$ cat src/rtl/alu_unit.sv
// -----------------------------------------------------------------------------
// alu_unit
//
// Integer ALU for the RV32I execute stage. It computes one of ten operations
// on two operands. The combinational result (out) is used in the same cycle.
// A registered copy (out_q) feeds the writeback path.
//
// Operation select, encoded {funct7[5], funct3}:
//   ADD=0000  SLL=0001  SLT=0010  SLTU=0011
//   XOR=0100  SRL=0101  OR=0110   AND=0111
//   SUB=1000  SRA=1101
// Any other op_code drives out to zero.
//
// Shift amounts use the whole unsigned in_b, not only its low five bits.
// A shift of WIDTH or more therefore saturates:
//   - SLL and SRL give 0.
//   - SRA gives copies of the sign bit.
//
// Optional feature (macro ALU_FLAGS_EN):
//   Defining ALU_FLAGS_EN adds three combinational status outputs:
//   zero, neg and ovf (signed overflow for ADD/SUB).
//   With the macro undefined, these ports do not exist.
//
// Ports:
//   clk      in   rising-edge clock
//   reset    in   synchronous active-high reset; affects out_q only
//   in_a     in   operand A (rs1 / PC)
//   in_b     in   operand B (rs2 / immediate / shift amount)
//   op_code  in   operation select
//   out      out  combinational result
//   out_q    out  result registered on clk; zero after reset
//   zero     out  (ALU_FLAGS_EN) out == 0
//   neg      out  (ALU_FLAGS_EN) out[WIDTH-1]
//   ovf      out  (ALU_FLAGS_EN) signed overflow of ADD/SUB, else 0
// -----------------------------------------------------------------------------
module alu_unit #(
    parameter int WIDTH = 32
) (
    input  logic             clk,
    input  logic             reset,
    input  logic [WIDTH-1:0] in_a,
    input  logic [WIDTH-1:0] in_b,
    input  logic [3:0]       op_code,
    output logic [WIDTH-1:0] out,
    output logic [WIDTH-1:0] out_q
`ifdef ALU_FLAGS_EN
    ,
    output logic             zero,
    output logic             neg,
    output logic             ovf
`endif
);

    // Operation encodings
    localparam logic [3:0] ADD  = 4'b0000;
    localparam logic [3:0] SLL  = 4'b0001;
    localparam logic [3:0] SLT  = 4'b0010;
    localparam logic [3:0] SLTU = 4'b0011;
    localparam logic [3:0] XOR  = 4'b0100;
    localparam logic [3:0] SRL  = 4'b0101;
    localparam logic [3:0] OR   = 4'b0110;
    localparam logic [3:0] AND  = 4'b0111;
    localparam logic [3:0] SUB  = 4'b1000;
    localparam logic [3:0] SRA  = 4'b1101;

    // Number of barrel-shifter stages (5 for a 32-bit datapath)
    localparam int SHW = $clog2(WIDTH);

    // -------------------------------------------------------------------------
    // Shared adder / subtractor
    //
    // SUB, SLT and SLTU all use the same a + ~b + 1 datapath.
    // The comparisons read their answer from that subtraction:
    //   - The carry-out is the inverse of the unsigned borrow.
    //   - The signed compare uses the difference sign.
    //     When the operand signs differ, it uses in_a's sign instead.
    // -------------------------------------------------------------------------
    logic             do_sub;
    logic [WIDTH-1:0] b_eff;
    logic [WIDTH:0]   sum_ext;
    logic             sign_differ;
    logic             lt_signed;
    logic             lt_unsigned;

    assign do_sub      = (op_code == SUB) || (op_code == SLT) || (op_code == SLTU);
    assign b_eff       = do_sub ? ~in_b : in_b;
    assign sum_ext     = {1'b0, in_a} + {1'b0, b_eff} + {{WIDTH{1'b0}}, do_sub};
    assign sign_differ = in_a[WIDTH-1] ^ in_b[WIDTH-1];
    assign lt_signed   = sign_differ ? in_a[WIDTH-1] : sum_ext[WIDTH-1];
    assign lt_unsigned = ~sum_ext[WIDTH];

    // -------------------------------------------------------------------------
    // Barrel shifter
    //
    // One right-shifting log shifter serves all three shifts.
    //   - SLL: the operand is bit-reversed on entry.
    //     The result is reversed back on exit.
    //   - SRA: vacated bits are filled with the sign bit.
    //   - SRL and SLL: vacated bits are filled with zero.
    // -------------------------------------------------------------------------
    logic             shift_left;
    logic             fill_bit;
    logic             shift_big;
    logic [WIDTH-1:0] a_rev;
    logic [WIDTH-1:0] shift_src;
    logic [WIDTH-1:0] stage_data [0:SHW];
    logic [WIDTH-1:0] shift_raw;
    logic [WIDTH-1:0] shift_raw_rev;
    logic [WIDTH-1:0] shift_result;

    assign shift_left = (op_code == SLL);
    assign fill_bit   = (op_code == SRA) & in_a[WIDTH-1];

    generate
        for (genvar gi = 0; gi < WIDTH; gi++) begin : g_rev
            assign a_rev[gi]         = in_a[WIDTH-1-gi];
            assign shift_raw_rev[gi] = shift_raw[WIDTH-1-gi];
        end
    endgenerate

    assign shift_src     = shift_left ? a_rev : in_a;
    assign stage_data[0] = shift_src;

    // Stage gi shifts by 2**gi when bit gi of the amount is set.
    generate
        for (genvar gi = 0; gi < SHW; gi++) begin : g_shift_stage
            localparam int STEP = 1 << gi;
            assign stage_data[gi+1] = in_b[gi]
                ? {{STEP{fill_bit}}, stage_data[gi][WIDTH-1:STEP]}
                : stage_data[gi];
        end
    endgenerate

    // Any set bit above the stage bits means the amount is at least WIDTH.
    // Every bit has then been shifted out, so only fill remains.
    assign shift_big    = |in_b[WIDTH-1:SHW];
    assign shift_raw    = shift_big ? {WIDTH{fill_bit}} : stage_data[SHW];
    assign shift_result = shift_left ? shift_raw_rev : shift_raw;

    // -------------------------------------------------------------------------
    // Result select
    // -------------------------------------------------------------------------
    logic [WIDTH-1:0] alu_result;

    always_comb begin
        alu_result = '0;
        case (op_code)
            ADD, SUB:      alu_result = sum_ext[WIDTH-1:0];
            SLT:           alu_result = {{(WIDTH-1){1'b0}}, lt_signed};
            SLTU:          alu_result = {{(WIDTH-1){1'b0}}, lt_unsigned};
            XOR:           alu_result = in_a ^ in_b;
            OR:            alu_result = in_a | in_b;
            AND:           alu_result = in_a & in_b;
            SLL, SRL, SRA: alu_result = shift_result;
            default:       alu_result = '0;
        endcase
    end

    assign out = alu_result;

    // -------------------------------------------------------------------------
    // Registered copy for writeback. Reset takes priority over the load.
    // -------------------------------------------------------------------------
    logic [WIDTH-1:0] out_q_reg;

    always_ff @(posedge clk) begin
        if (reset) begin
            out_q_reg <= '0;
        end else begin
            out_q_reg <= alu_result;
        end
    end

    assign out_q = out_q_reg;

`ifdef ALU_FLAGS_EN
    // -------------------------------------------------------------------------
    // Status flags
    //
    // Signed overflow is reported only for ADD and SUB.
    //   - ADD: both operands have the same sign, and the result sign differs.
    //   - SUB: the operand signs differ, and the result sign differs from in_a.
    // -------------------------------------------------------------------------
    logic add_ovf;
    logic sub_ovf;

    assign add_ovf = ~sign_differ & (alu_result[WIDTH-1] ^ in_a[WIDTH-1]);
    assign sub_ovf =  sign_differ & (alu_result[WIDTH-1] ^ in_a[WIDTH-1]);

    assign zero = (alu_result == '0);
    assign neg  = alu_result[WIDTH-1];
    assign ovf  = (op_code == ADD) ? add_ovf :
                  (op_code == SUB) ? sub_ovf : 1'b0;
`endif

endmodule

$ cat config.mk
export PLATFORM = sky130hd
export DESIGN_NAME = alu_unit
export DESIGN_NICKNAME = d
export VERILOG_FILES = /design/src/rtl/alu_unit.sv
export SDC_FILE = /design/constraint.sdc
export NUM_CORES = 1
export LEC_CHECK = 0
export ABC_AREA = 0
export BUFFER_PORTS_ARGS = -buffer_cell sky130_fd_sc_hd__buf_2
export CAP_MARGIN = 20
export CORE_ASPECT_RATIO = 1.5
export CORE_MARGIN = 4
export CORE_UTILIZATION = 35
export DETAILED_ROUTE_END_ITERATION = 6
export PLACE_DENSITY = 0.54
export SLEW_MARGIN = 20
export SYNTH_ARGS = -nofsm -noshare
export SYNTH_HDL_FRONTEND = slang
export SYNTH_SLANG_ARGS = --single-unit
$ cat constraint.sdc
create_clock -name clk -period 4.6 [get_ports clk]
set_clock_uncertainty 0.1 [all_clocks]
set_input_delay 0.69 -clock clk [delete_from_list [all_inputs] [get_ports clk]]
set_output_delay 0.69 -clock clk [all_outputs]
set_load 0.1 [all_outputs]
==> results of run 1 <==
==> synth_stat cells (13+ instances only) <==
cell | n | share of area
a31oi_1 | 25 | 0.020
mux2i_1 | 26 | 0.033
nor2_1 | 77 | 0.037
nand2_1 | 91 | 0.044
ha_1 | 95 | 0.15
a21oi_1 | 82 | 0.053
xnor2_1 | 46 | 0.052
clkbuf_1 | 52 | 0.025
a21o_1 | 20 | 0.019
mux4_2 | 42 | 0.12
o21ai_0 | 48 | 0.031
nand3_1 | 29 | 0.019
dfxtp_1 | 32 | 0.082
nor2b_1 | 20 | 0.016
a22oi_1 | 21 | 0.020
nor3_1 | 13 | 0.0084
inv_1 | 80 | 0.039
a221oi_1 | 26 | 0.029
==> logic make-up after synthesis <==
group	Yosys count
flops	32
simple gates	307
fa+ha+maj	96
mux	70
buf+inv	149
xor+xnor	50
compound gates	322
==> cell type report <==
| type | count | share of cell area |
|---|---|---|
| multi-input cells | 845 | 0.6065 |
| inverters | 82 | 0.02609 |
| well taps | 272 | 0.02884 |
| clock inverters | 3 | 0.003606 |
| clock buffers | 5 | 0.01060 |
| repair buffers | 385 | 0.2701 |
| flip-flops and latches | 32 | 0.05429 |
==> repair_timing <==
item,in CTS,in global routing
endpoints found under the setup margin,21,30
buffers inserted,17,13
gates resized for setup,49,91
pin swaps,19,46
==> power by group through the flow <==
stage | clock network [W] | logic (W) | registers (W)
floorplan | 0 | 0.000923 | 0.000445
CTS | 0.000377 | 0.00181 | 0.000300
global placement | 0 | 0.00175 | 0.000306
finish | 0.000370 | 0.00195 | 0.000300
global route | 0.000388 | 0.00205 | 0.000302
detailed placement | 0 | 0.00175 | 0.000306
==> worst paths after layout <==
path / to / slack, ps / cells past startpoint
setup / recovery: out[0] / -60 / 18
hold / removal: out_q[8] / 830 / 2
==> worst max-delay path: stages <==
cell	delay (ps)
buf_12	110
nor3_4	220
a21oi_4	110
buf_8	140
buf_12	120
buf_6	110
xnor2_2	110
ha_1	340
nand4_1	160
nor2_2	170
nand2_1	80
nor3_2	250
buf_4	180
o22ai_4	110
or4_1	480
a21o_1	200
nand2_2	80
buf_12	170
==> routing by layer <==
layer,vias to the layer above,part of all wire
met5,-,0
met4,0,0.083
met3,156,0.060
met2,517,0.49
met1,4827,0.37
li1,4514,-
==> metrics by stage <==
| step | total power (W) | cells | setup WS [ps] | setup TNS, ps |
|---|---|---|---|---|
| after floorplan | 0.001368 | 1026 | -657.5 | -1630 |
| after detailed placement | 0.002057 | 1587 | -273.7 | -2476 |
| after global routing | 0.002739 | 1624 | -150.9 | -757.1 |
| final | 0.002620 | 1624 | -64.62 | -172.8 |
| after CTS | 0.002489 | 1612 | -16.88 | -25.59 |
| after global placement | 0.002054 | 1587 | -279.7 | -2413 |
==> flow_metrics.env, run 1 <==
export IMPL_status="complete, but fails checks"
export IMPL_violations="negative setup slack"
export IMPL_worstPathArrival_ps=3870
export IMPL_power_switching_share=0.4978
export IMPL_synth_async_reset_ratio=0
export IMPL_relSlewSlack=0.4910
export IMPL_die_area_mm2=0.02470
export IMPL_synth_xor_area_frac=0.05634
export IMPL_finalWorstSetupSlack_ps=-64.62
export IMPL_synth_compound_area_frac=0.2812
export IMPL_grt_max_degree=34
export IMPL_crit_start="op_code[2]"
export IMPL_drv_slew=0
export IMPL_syn_inst=1026
export IMPL_grt_util_met3=0.02326
export IMPL_num_nets_final=1517
export IMPL_drt_iter0_drc=921
export IMPL_initial_core_util=0.3565
export IMPL_cts_hold_buffers=0
export IMPL_hp_start="reset"
export IMPL_rsz0062_at_grt="yes"
export IMPL_largest_reg_flops=32
export IMPL_start_kind="input pin"
export IMPL_syn_area_mm2=0.007772
export IMPL_grt_pass1_vias=9584
export IMPL_tightest_slew_ps=763.5
export IMPL_hold_ws_ps=834.5
export IMPL_synth_edf_count=0
export IMPL_synth_fp_nets=1192
export IMPL_antenna_found_initial=0
export IMPL_placed_area_mm2=0.01079
export IMPL_overflow=0
export IMPL_viasPerCell=6.166
export IMPL_grt_pass1_wl_um=60080
export IMPL_grt_busiest_layer="met2"
export IMPL_cts_buffers=5
export IMPL_htree_levels=2
export IMPL_cp_end_kind="output pin"
export IMPL_worstPathMaxFanout=6
export IMPL_wl_um=41010
export IMPL_yosys_most_used_dff="dfxtp_1"
export IMPL_vdd_ir_drop_worst_mv=0.1547
export IMPL_cts_sinks=32
export IMPL_p_clk_frac=0.141
export IMPL_grt_usage=0.3237
export IMPL_min_period_ps=4665
export IMPL_muxShareOfSynthArea=0.1581
export IMPL_synth_seq_cells=32
export IMPL_vias=10010
export IMPL_design_area_mm2=0.01180
export IMPL_io_pins=134
export IMPL_layout_commonest_cell="buf_4"
export IMPL_required_ps=3810
export IMPL_port_buffers=133
export IMPL_maxCapViolations=0
export IMPL_multi_input_area_mm2=0.007156
export IMPL_synth_avg_cell_area_um2=7.575
export IMPL_cts_tree="yes"
export IMPL_detail_route_wl_per_cell_um=25.25
export IMPL_area_growth_syn_to_layout_pct=51.80
export IMPL_routabilityCongestion=1.026
export IMPL_clk_pin_slew_ps=50
export IMPL_hp_class="in -> reg"
export IMPL_yosysSeqAreaShare=0.08242
export IMPL_power_density_mw_per_mm2=222.0
export IMPL_yosys_area_share_simple=0.1925
export IMPL_synth_fa_ha_area_frac=0.1555
export IMPL_yosysUniqueCellTypes=75
export IMPL_num_antenna_cells=0
export IMPL_fp_dieH_um=190.5
export IMPL_grt_use_met2=0.5558
export IMPL_worstSetupPathType="in -> out"
export IMPL_fill_cells=2095
export IMPL_die_w_um=129.7
export IMPL_rows=66
export IMPL_post_route_period_util=1.014
export IMPL_regArea_um2=640.6
export IMPL_detail_route_antenna_nets=0
export IMPL_finish_utilization=0.5412
export IMPL_drt_first_pass_iters=5
export IMPL_power_frac_seq=0.115
export IMPL_leakage_nw=5.490
export IMPL_netSwitchingPower_w=0.001304
export IMPL_drive_gt1_frac=0.4075
export IMPL_use_met1=0.3902
export IMPL_setup_violations=4
export IMPL_hpwl_um=33650
export IMPL_yosys_warnings=0
export IMPL_synth_top_family_by_area="compound AO/OA/AOI/OAI gates"
export IMPL_drc_errors=0
export IMPL_cts_root_buffer="clkbuf_16"
export IMPL_coreArea_mm2=0.02180
export IMPL_clock_path_buffers=2
export IMPL_power_frac_comb=0.744
export IMPL_final_cell_mix="235 x buf_4, 99 x buf_2, 93 x ha_1"
export IMPL_clock_fmax_ghz=0.2144
export IMPL_hold_viol=0
export IMPL_intPower_w=0.001316
Power figures use the tool's default switching activity.
==> inputs of run 2 (changes only) <==
--- a/config.mk
+++ b/config.mk
@@ -8,10 +8,9 @@
 export ABC_AREA = 0
 export BUFFER_PORTS_ARGS = -buffer_cell sky130_fd_sc_hd__buf_2
-export CAP_MARGIN = 20
 export CORE_ASPECT_RATIO = 1.5
 export CORE_MARGIN = 4
-export CORE_UTILIZATION = 35
+export CORE_UTILIZATION = 50
 export DETAILED_ROUTE_END_ITERATION = 6
-export PLACE_DENSITY = 0.54
+export PLACE_DENSITY = 0.73
 export SLEW_MARGIN = 20
 export SYNTH_ARGS = -nofsm -noshare
--- a/constraint.sdc
+++ b/constraint.sdc
@@ -3,3 +3,3 @@
 set_input_delay 0.69 -clock clk [delete_from_list [all_inputs] [get_ports clk]]
 set_output_delay 0.69 -clock clk [all_outputs]
-set_load 0.1 [all_outputs]
+set_load 0.01 [all_outputs]
==> run 2 against run 1 <==
  * The flow still finishes with violations (negative setup slack)
  * Via count is 0.14% lower
  * Maximum frequency rose by 0.90%
  * Global-route usage up 9.5 points
  * Worst hold slack worse by 49 ps
  * Wire length decreased by 7.4%
  * Non-clock buffer count decreased by 49
  * Setup slack better by 42 ps
  * Final cell count down 7.5%
  * Combinational power decreased by 30%
  * Critical path type unchanged
  * Critical endpoint is now out[22]
  * Largest power group unchanged
  * Highest routed layer unchanged
==> flow_metrics.env, run 2 (synthesized netlist as in run 1, its figures left out) <==
export IMPL_dpl_worst_slack_ps=-77.50
export IMPL_clk_pin_slew_ps=50
export IMPL_cp_end_kind="output pin"
export IMPL_power_switching_share=0.4321
export IMPL_cts_sinks=32
export IMPL_required_ps=3810
export IMPL_status="complete, but fails checks"
export IMPL_clock_path_buffers=2
export IMPL_maxCapViolations=0
export IMPL_initial_core_util=0.5111
export IMPL_num_antenna_cells=0
export IMPL_overflow=0
export IMPL_viasPerCell=6.658
export IMPL_cts_hold_buffers=0
export IMPL_rows=55
export IMPL_multi_input_area_mm2=0.006898
export IMPL_power_frac_seq=0.148
export IMPL_p_clk_frac=0.179
export IMPL_drv_slew=0
export IMPL_worstSetupPathType="in -> out"
export IMPL_power_frac_comb=0.672
export IMPL_setup_violations=1
export IMPL_hp_class="in -> reg"
export IMPL_met1_length_um=13270
export IMPL_cts_root_buffer="clkbuf_16"
export IMPL_final_cell_mix="193 x buf_4, 128 x buf_2, 95 x ha_1"
export IMPL_hold_viol=0
export IMPL_post_route_period_util=1.005
export IMPL_grt_pass1_vias=9549
export IMPL_port_buffers=133
export IMPL_largest_reg_flops=32
export IMPL_cts_tree="yes"
export IMPL_intPower_w=0.001153
export IMPL_hpwl_um=30450
export IMPL_worstPathArrival_ps=3830
export IMPL_area_growth_syn_to_layout_pct=36.49
export IMPL_start_kind="input pin"
export IMPL_grt_max_degree=34
export IMPL_vdd_ir_drop_worst_mv=0.2197
export IMPL_worstPathMaxFanout=7
export IMPL_drt_iter0_drc=1141
export IMPL_regArea_um2=640.6
export IMPL_vias=10000
export IMPL_crit_start="op_code[0]"
export IMPL_io_pins=134
export IMPL_cts_buffers=5
export IMPL_htree_levels=2
export IMPL_top_layer_used="met4"
export IMPL_fill_cells=1308
export IMPL_grt_pass1_wl_um=55880
export IMPL_finalPower_w=0.002030
export IMPL_clock_fmax_ghz=0.2163
export IMPL_grt_usage=0.4182
export IMPL_placed_area_mm2=0.009923
export IMPL_drc_errors=0
export IMPL_coreArea_mm2=0.01521
export IMPL_layout_commonest_cell="buf_4"
export IMPL_num_nets_final=1468
export IMPL_netSwitchingPower_w=0.0008769
export IMPL_dr_wl_met2_um=17380
export IMPL_drive_gt1_frac=0.3553
export IMPL_routed_wl_met3_um=3885
export IMPL_routabilityCongestion=1.100
export IMPL_detail_route_wl_per_cell_um=25.28
export IMPL_power_density_mw_per_mm2=191.3
export IMPL_die_w_um=109.8
export IMPL_rsz0062_at_grt="yes"
export IMPL_tightest_slew_ps=780.8
export IMPL_relSlewSlack=0.4771
export IMPL_detail_route_antenna_nets=0
export IMPL_leakage_nw=5.117
export IMPL_antenna_found_initial=0
export IMPL_finalNonFillerCells=1502
export IMPL_dp_cells=1479
export IMPL_drt_first_pass_iters=6
export IMPL_hold_ws_ps=785.0
export IMPL_design_area_mm2=0.01061
export IMPL_violations="negative setup slack"
export IMPL_die_area_mm2=0.01764
export IMPL_wl_um=37980
export IMPL_finalWorstSetupSlack_ps=-22.80
export IMPL_min_period_ps=4623
export IMPL_fp_dieH_um=160.7
export IMPL_endpoint="out[22]"
[run 2: stage by stage]
step,util,setup TNS [ps]
floorplan,-,0
global placement,0.6525,-29.37
detailed placement,0.6525,-239.4
CTS,0.6711,0
global route,0.6976,-538.0
finish,0.6976,-22.80
[run 2: worst max-delay path, cell delays in order]
cell      delay, ps
buf_6           120
nor3_4          240
a21oi_4          90
buf_12          150
buf_12          140
xnor2_2         120
ha_1            350
a21oi_2         150
buf_4           130
o211ai_1        170
a22o_1          290
o211ai_1        200
buf_4           170
a21oi_2          60
or3_1           350
a31o_2          270
buf_6           120
[run 2: area by class of cell]
class                      count  area share
inverter                      82     0.02901
clock buffer                   6     0.01215
sequential                    32     0.06038
clock inverter                 2    0.003302
tap                          199     0.02347
multi-input combinational    845      0.6502
timing repair buffer         336      0.2215
[run 2: how the worst min path moves through the flow]
stage,start,end,slack (ps),depth (start not counted)
final,op_code[2],out_q[5],790,4
after floorplan,reset,out_q[1],660,1
after detailed placement,out_q[9],out_q[9],980,1
after global placement,out_q[6],out_q[6],980,1
after global routing,op_code[2],out_q[5],850,4
after CTS,reset,out_q[1],820,2
[run 2: timing repair]
action	in CTS	in global routing
resized for setup	11	76
setup endpoints to repair	10	28
buffers inserted	4	11
cloned	1	1
pin swaps	0	34
[run 2: power groups by stage]
stage               registers [W]  clock network, W  logic, W
detailed placement       0.000306                 0   0.00123
global route             0.000302          0.000382   0.00145
finish                   0.000301          0.000364   0.00136
CTS                      0.000301          0.000366   0.00126
floorplan                0.000317                 0  0.000681
global placement         0.000305                 0   0.00122
[run 2: per-layer routing]
layer / track usage / up-vias
met3: 0.08042 / 189
li1: - / 4415
met4: 0.2938 / 0
met1: 0.5046 / 4681
met2: 0.6541 / 715
met5: 0 / -
